**src/rtl/riscv_pkg.sv**
```systemverilog
// Shared RV64 definitions for the writeback path: width, load funct3
// encodings and the MEM/WB pipeline-register layout.
package riscv_pkg;

  localparam int XLEN = 64;

  localparam logic [2:0] F3_LB  = 3'b000;
  localparam logic [2:0] F3_LH  = 3'b001;
  localparam logic [2:0] F3_LW  = 3'b010;
  localparam logic [2:0] F3_LD  = 3'b011;
  localparam logic [2:0] F3_LBU = 3'b100;
  localparam logic [2:0] F3_LHU = 3'b101;
  localparam logic [2:0] F3_LWU = 3'b110;

  typedef struct packed {
    logic [4:0]      rd;
    logic            regwrite;
    logic            memtoreg;
    logic [2:0]      funct3;
    logic [XLEN-1:0] alu_result;
    logic [XLEN-1:0] mem_rdata;
  } mem_wb_t;

endpackage

```
**src/rtl/load_align.sv**
```systemverilog
// Combinational load extraction: shifts the addressed bytes down to lane 0
// and applies size/sign extension. Bytes past the doubleword read as zero.
module load_align
  import riscv_pkg::*;
(
  input  logic [2:0]      funct3,
  input  logic [2:0]      off,
  input  logic [XLEN-1:0] rdata,
  output logic [XLEN-1:0] data,
  output logic            fault
);

  logic [XLEN-1:0] sh;
  logic signed [7:0]  sh_b;
  logic signed [15:0] sh_h;
  logic signed [31:0] sh_w;

  always_comb begin
    sh    = rdata >> {off, 3'b000};
    sh_b  = signed'(sh[7:0]);
    sh_h  = signed'(sh[15:0]);
    sh_w  = signed'(sh[31:0]);
    data  = '0;
    fault = 1'b0;
    case (funct3)
      F3_LB:   data = XLEN'(sh_b);
      F3_LH:   data = XLEN'(sh_h);
      F3_LW:   data = XLEN'(sh_w);
      F3_LD:   data = sh;
      F3_LBU:  data = {{(XLEN-8){1'b0}},  sh[7:0]};
      F3_LHU:  data = {{(XLEN-16){1'b0}}, sh[15:0]};
      F3_LWU:  data = {{(XLEN-32){1'b0}}, sh[31:0]};
      default: fault = 1'b1;
    endcase
  end

endmodule

```
**src/rtl/writeback_stage.sv**
```systemverilog
// RV64 writeback stage: MEM/WB register, result select with load alignment,
// register-file write port, forwarding tap and retired-instruction counter.
module writeback_stage
  import riscv_pkg::*;
#(
  parameter int CNT_W = 64
) (
  input  logic             clk,
  input  logic             reset,
  input  logic             hold,
  input  logic             in_valid,
  output logic             in_ready,
  input  logic [4:0]       in_rd,
  input  logic             in_regwrite,
  input  logic             in_memtoreg,
  input  logic [2:0]       in_funct3,
  input  logic [XLEN-1:0]  in_alu_result,
  input  logic [XLEN-1:0]  in_mem_rdata,
  output logic [4:0]       rd,
  output logic [XLEN-1:0]  WriteData,
  output logic             reg_write,
  output logic             fwd_valid,
  output logic             load_fault,
  output logic [CNT_W-1:0] retire_count
);

  mem_wb_t          wb_p1;
  logic             vld_p1;
  logic             accept_p0;
  logic [XLEN-1:0]  ld_data_p1;
  logic             ld_fault_p1;
  logic [CNT_W-1:0] cnt_p1;

  assign in_ready  = ~hold;
  assign accept_p0 = in_valid & in_ready;

  // p0 -> p1: capture on accept; the stage empties every cycle regardless of hold
  always_ff @(posedge clk or posedge reset) begin
    if (reset) begin
      vld_p1 <= 1'b0;
      wb_p1  <= '0;
      cnt_p1 <= '0;
    end else begin
      vld_p1 <= accept_p0;
      if (accept_p0) begin
        wb_p1.rd         <= in_rd;
        wb_p1.regwrite   <= in_regwrite;
        wb_p1.memtoreg   <= in_memtoreg;
        wb_p1.funct3     <= in_funct3;
        wb_p1.alu_result <= in_alu_result;
        wb_p1.mem_rdata  <= in_mem_rdata;
      end
      if (vld_p1)
        cnt_p1 <= cnt_p1 + CNT_W'(1);
    end
  end

  load_align u_load_align (
    .funct3 (wb_p1.funct3),
    .off    (wb_p1.alu_result[2:0]),
    .rdata  (wb_p1.mem_rdata),
    .data   (ld_data_p1),
    .fault  (ld_fault_p1)
  );

  // p1 outputs: write port driven combinationally from the registered fields
  always_comb begin
    load_fault = vld_p1 & wb_p1.memtoreg & ld_fault_p1;
    reg_write  = vld_p1 & wb_p1.regwrite & (wb_p1.rd != 5'd0) & ~load_fault;
    fwd_valid  = reg_write;
    rd         = wb_p1.rd;
    WriteData  = wb_p1.memtoreg ? ld_data_p1 : wb_p1.alu_result;
  end

  assign retire_count = cnt_p1;

endmodule

```
**config.mk**
```make
export PLATFORM = sky130hd
export DESIGN_NAME = writeback_stage
export DESIGN_NICKNAME = d
export VERILOG_FILES = /design/src/rtl/riscv_pkg.sv /design/src/rtl/load_align.sv /design/src/rtl/writeback_stage.sv
export SDC_FILE = /design/constraint.sdc
export NUM_CORES = 1
export LEC_CHECK = 0
export CORE_UTILIZATION = 35
export CTS_BUF_LIST = sky130_fd_sc_hd__clkbuf_4 sky130_fd_sc_hd__clkbuf_8 sky130_fd_sc_hd__clkbuf_16
export DETAILED_ROUTE_END_ITERATION = 10
export MAX_ROUTING_LAYER = met4
export PLACE_DENSITY = 0.64
export SETUP_SLACK_MARGIN = 0.15
export SLEW_MARGIN = 20
export SYNTH_ARGS = -nofsm -noshare
export SYNTH_HDL_FRONTEND = slang
export SYNTH_HIERARCHICAL = 1
export SYNTH_SLANG_ARGS = --single-unit
```
**constraint.sdc**
```tcl
create_clock -name clk -period 11.4 [get_ports clk]
set_input_delay 2.28 -clock clk [delete_from_list [all_inputs] [get_ports clk]]
set_output_delay 2.28 -clock clk [all_outputs]
set_load 0.01 [all_outputs]
```
==> results.sh <==
export IMPL_grt_pass1_wl_mm=53.2
export IMPL_synth_top_area_frac=0.453
export IMPL_drt_iter0_markers=485
export IMPL_reg2reg_from="retire_count[0]$_DFFE_PP0P_"
export IMPL_wirelength_mm=33.9
export IMPL_nFillCells=2877
export IMPL_cts_tree="done"
export IMPL_r2r_end="retire_count[44]$_DFFE_PP0P_"
export IMPL_r2r_cells=6
export IMPL_start_util=0.356
export IMPL_min_period_over_period=0.539
export IMPL_htree_levels=1
export IMPL_ys_flop_type="dfrtp_1"
export IMPL_seq_power_share=0.364
export IMPL_slew_headroom=0.409
export IMPL_min_from="retire_count[63]$_DFFE_PP0P_"
export IMPL_numPortBuffers=278
export IMPL_arrival_ns=3.87
export IMPL_clockBufferDepth=3
export IMPL_hold_path_depth=1
export IMPL_yosys_register_bits=203
export IMPL_root_buffer="clkbuf_16"
export IMPL_status="complete, no violations"
export IMPL_crit_required_ns=9.12
export IMPL_p_comb_frac=0.313
export IMPL_syn_num_nets=1056
export IMPL_power_density_nw_per_um2=162
export IMPL_grt_max_degree=93
export IMPL_min_to="retire_count[63]$_DFFE_PP0P_"
export IMPL_synth_cell_types=45
export IMPL_post_dp_hpwl_mm=25.1
export IMPL_grt_busiest_layer="met2"
export IMPL_viasPerCell=5.35
export IMPL_synth_area_leaders="dfrtp_1 45%, mux2_2 23%, mux4_2 5.8%"
export IMPL_final_util=0.479
export IMPL_grtUsageMet1=0.287
export IMPL_p_sw_frac=0.302
export IMPL_crit_fanout=45
export IMPL_clk_latency_ns=0.52
export IMPL_p_leak_nw=6.33
export IMPL_vdd_ir_drop_max_mv=0.130
export IMPL_firstDrtPassIters=7
export IMPL_drv_slew=0
export IMPL_die_area_um2=32800
export IMPL_grt_ovfl_total=0
export IMPL_yosysWarnings=6
export IMPL_setup_viol=0
export IMPL_fin_total_pwr_mw=2.44
export IMPL_antenna_left=0
export IMPL_grt_util_met3=0.0484
export IMPL_boundaryPins=279
export IMPL_worst_pin_slew_ns=0.887
export IMPL_async_flop_share=1.00
export IMPL_critPathKind="reg2out"
export IMPL_yosysSeqAreaShare=0.453
export IMPL_r2r_slack_ns=9.15
export IMPL_post_cts_buffers=0
export IMPL_syn_mean_instance_area_um2=12.3
export IMPL_rsz0062_at_grt="no"
export IMPL_rows=65
export IMPL_coreArea_um2=31600
export IMPL_cts_hold_buf=0
export IMPL_final_hold_violation_count=0
export IMPL_track_usage=0.217
export IMPL_numCtsBuffers=24
export IMPL_fp_dieH_um=181
export IMPL_fmax_ghz=0.163
export IMPL_hold_path_class="reg2reg"
export IMPL_areaGrowthSynthToFinish_pct=34.6
export IMPL_drive_above_1_share=0.279
export IMPL_vias=8479
export IMPL_start_kind="flop"
export IMPL_intPower_mw=1.71
export IMPL_tns_ns=0
export IMPL_period_minus_slack_ns=6.15
export IMPL_cts_resized=0
export IMPL_switchingPower_mw=0.736
export IMPL_nets=1306
export IMPL_power_frac_clock=0.323
export IMPL_grt_pass1_vias=8804
export IMPL_cts_sinks=203
export IMPL_maxCapViolations=0
export IMPL_cp_end_kind="output port"
export IMPL_synth_edf_count=0
export IMPL_drc_errors=0
export IMPL_synth_top_area_cell="dfrtp_1"
export IMPL_post_drt_wl_per_cell_um=21.4
export IMPL_met2_usage=0.328
export IMPL_clk_pin_slew_ns=0.06
export IMPL_antenna_found_initial=1
export IMPL_gp_congestion=0.860
export IMPL_synth_cells=913
export IMPL_skew_ns=0.0164
export IMPL_netlist_area_um2=11200
export IMPL_die_w_um=181
[cell families (layout without fill, tap and decap cells)]
family | count (synthesis) | after routing | share of synthesized area
other | 0 | 1 | 0
adders and majority gates | 1 | 1 | 0.00111
muxes | 284 | 284 | 0.311
DFF | 203 | 203 | 0.453
AOI/OAI and AO/OA | 54 | 54 | 0.0316
and+or+nand+nor | 239 | 239 | 0.123
buffers and inverters | 69 | 337 | 0.0317
xor gates and xnor gates | 63 | 63 | 0.0492
[worst max-delay path by stage]
stage	start	end	slack, ns	cells past startpoint
final	wb_p1[65]$_DFFE_PP0P_	WriteData[29]	5.25	8
after global routing	wb_p1[65]$_DFFE_PP0P_	WriteData[27]	5.02	8
after CTS	wb_p1[65]$_DFFE_PP0P_	WriteData[29]	5.21	8
after detailed placement	hold	in_ready	5.78	3
after global placement	hold	in_ready	5.77	3
after floorplan	reset	rd[0]$_DFFE_PP0P_	3.58	1
[metrics by stage]
step | instances | setup slack, ns | hold WS [ns] | area (um^2)
global route | 1584 | 5.02 | 0.512 | 15100
floorplan | 913 | 3.58 | 0.476 | 11200
global placement | 1539 | 5.77 | 0.462 | 14300
CTS | 1583 | 5.21 | 0.481 | 15100
finish | 1584 | 5.25 | 0.477 | 15100
detailed placement | 1539 | 5.78 | 0.472 | 14300
[final cells by class]
class	count	area, um^2	area share
inverters	4	22.5	0.00149
multi-input cells	641	5800	0.384
repair buffers	289	2870	0.190
clock inverters	4	20.0	0.00133
clock buffers	40	807	0.0534
flip-flops and latches	203	5080	0.337
well taps	402	503	0.0333
diodes	1	2.50	0.000166
[power groups by stage]
stage | Clock (mW) | Combinational (mW) | Sequential (mW)
6_report | 0.790 | 0.764 | 0.888
5_1_grt | 0.840 | 0.816 | 0.902
4_1_cts | 0.812 | 0.769 | 0.887
3_5_place_dp | 0 | 0.763 | 0.900
3_3_place_gp | 0 | 0.760 | 0.897
2_1_floorplan | 0 | 0.441 | 0.870
[worst max-delay path, stage by stage, from the launching register on]
cell and delay [ns]:
dfrtp_2 0.34, buf_4 0.50, mux2i_1 0.41, mux4_2 0.33
o32a_1 0.22, buf_4 0.41, o21ai_0 0.30, mux2_2 0.34
clkdlybuf4s50_1 0.47
[per-layer routing]
layer  part of all wire  vias up
met5                  0        -
met4              0.036        0
met3              0.071       64
met2               0.45      311
met1               0.44     4247
li1                   -     3857
[cell usage after synthesis (16+ instances only)]
| cell | number |
|---|---|
| and3_1 | 16 |
| xor2_1 | 27 |
| and4_1 | 16 |
| mux4_2 | 29 |
| nand2_1 | 55 |
| o21ai_0 | 23 |
| nor2_1 | 31 |
| nand3_1 | 53 |
| dfrtp_1 | 203 |
| xnor2_1 | 36 |
| mux2i_1 | 29 |
| nand4_1 | 24 |
| mux2_2 | 226 |
| clkbuf_1 | 27 |
[placed cells by master, fill, tap and decap left out, drive strengths merged, types with 29 or more instances in the layout]
cell,synthesis,layout
clkbuf,27,40
mux2,226,226
mux2i,29,29
xnor2,36,36
nor2,31,31
mux4,29,29
clkdlybuf4s50,0,278
dfrtp,203,203
nand2,55,55
nand3,53,53
[sequential cells by signal, indices dropped and copies added (netlist names)]
register / cells
vld_p1: 1
retire_count: 64
wb_p1: 133
rd: 5
(Power assumes the default switching activity.)
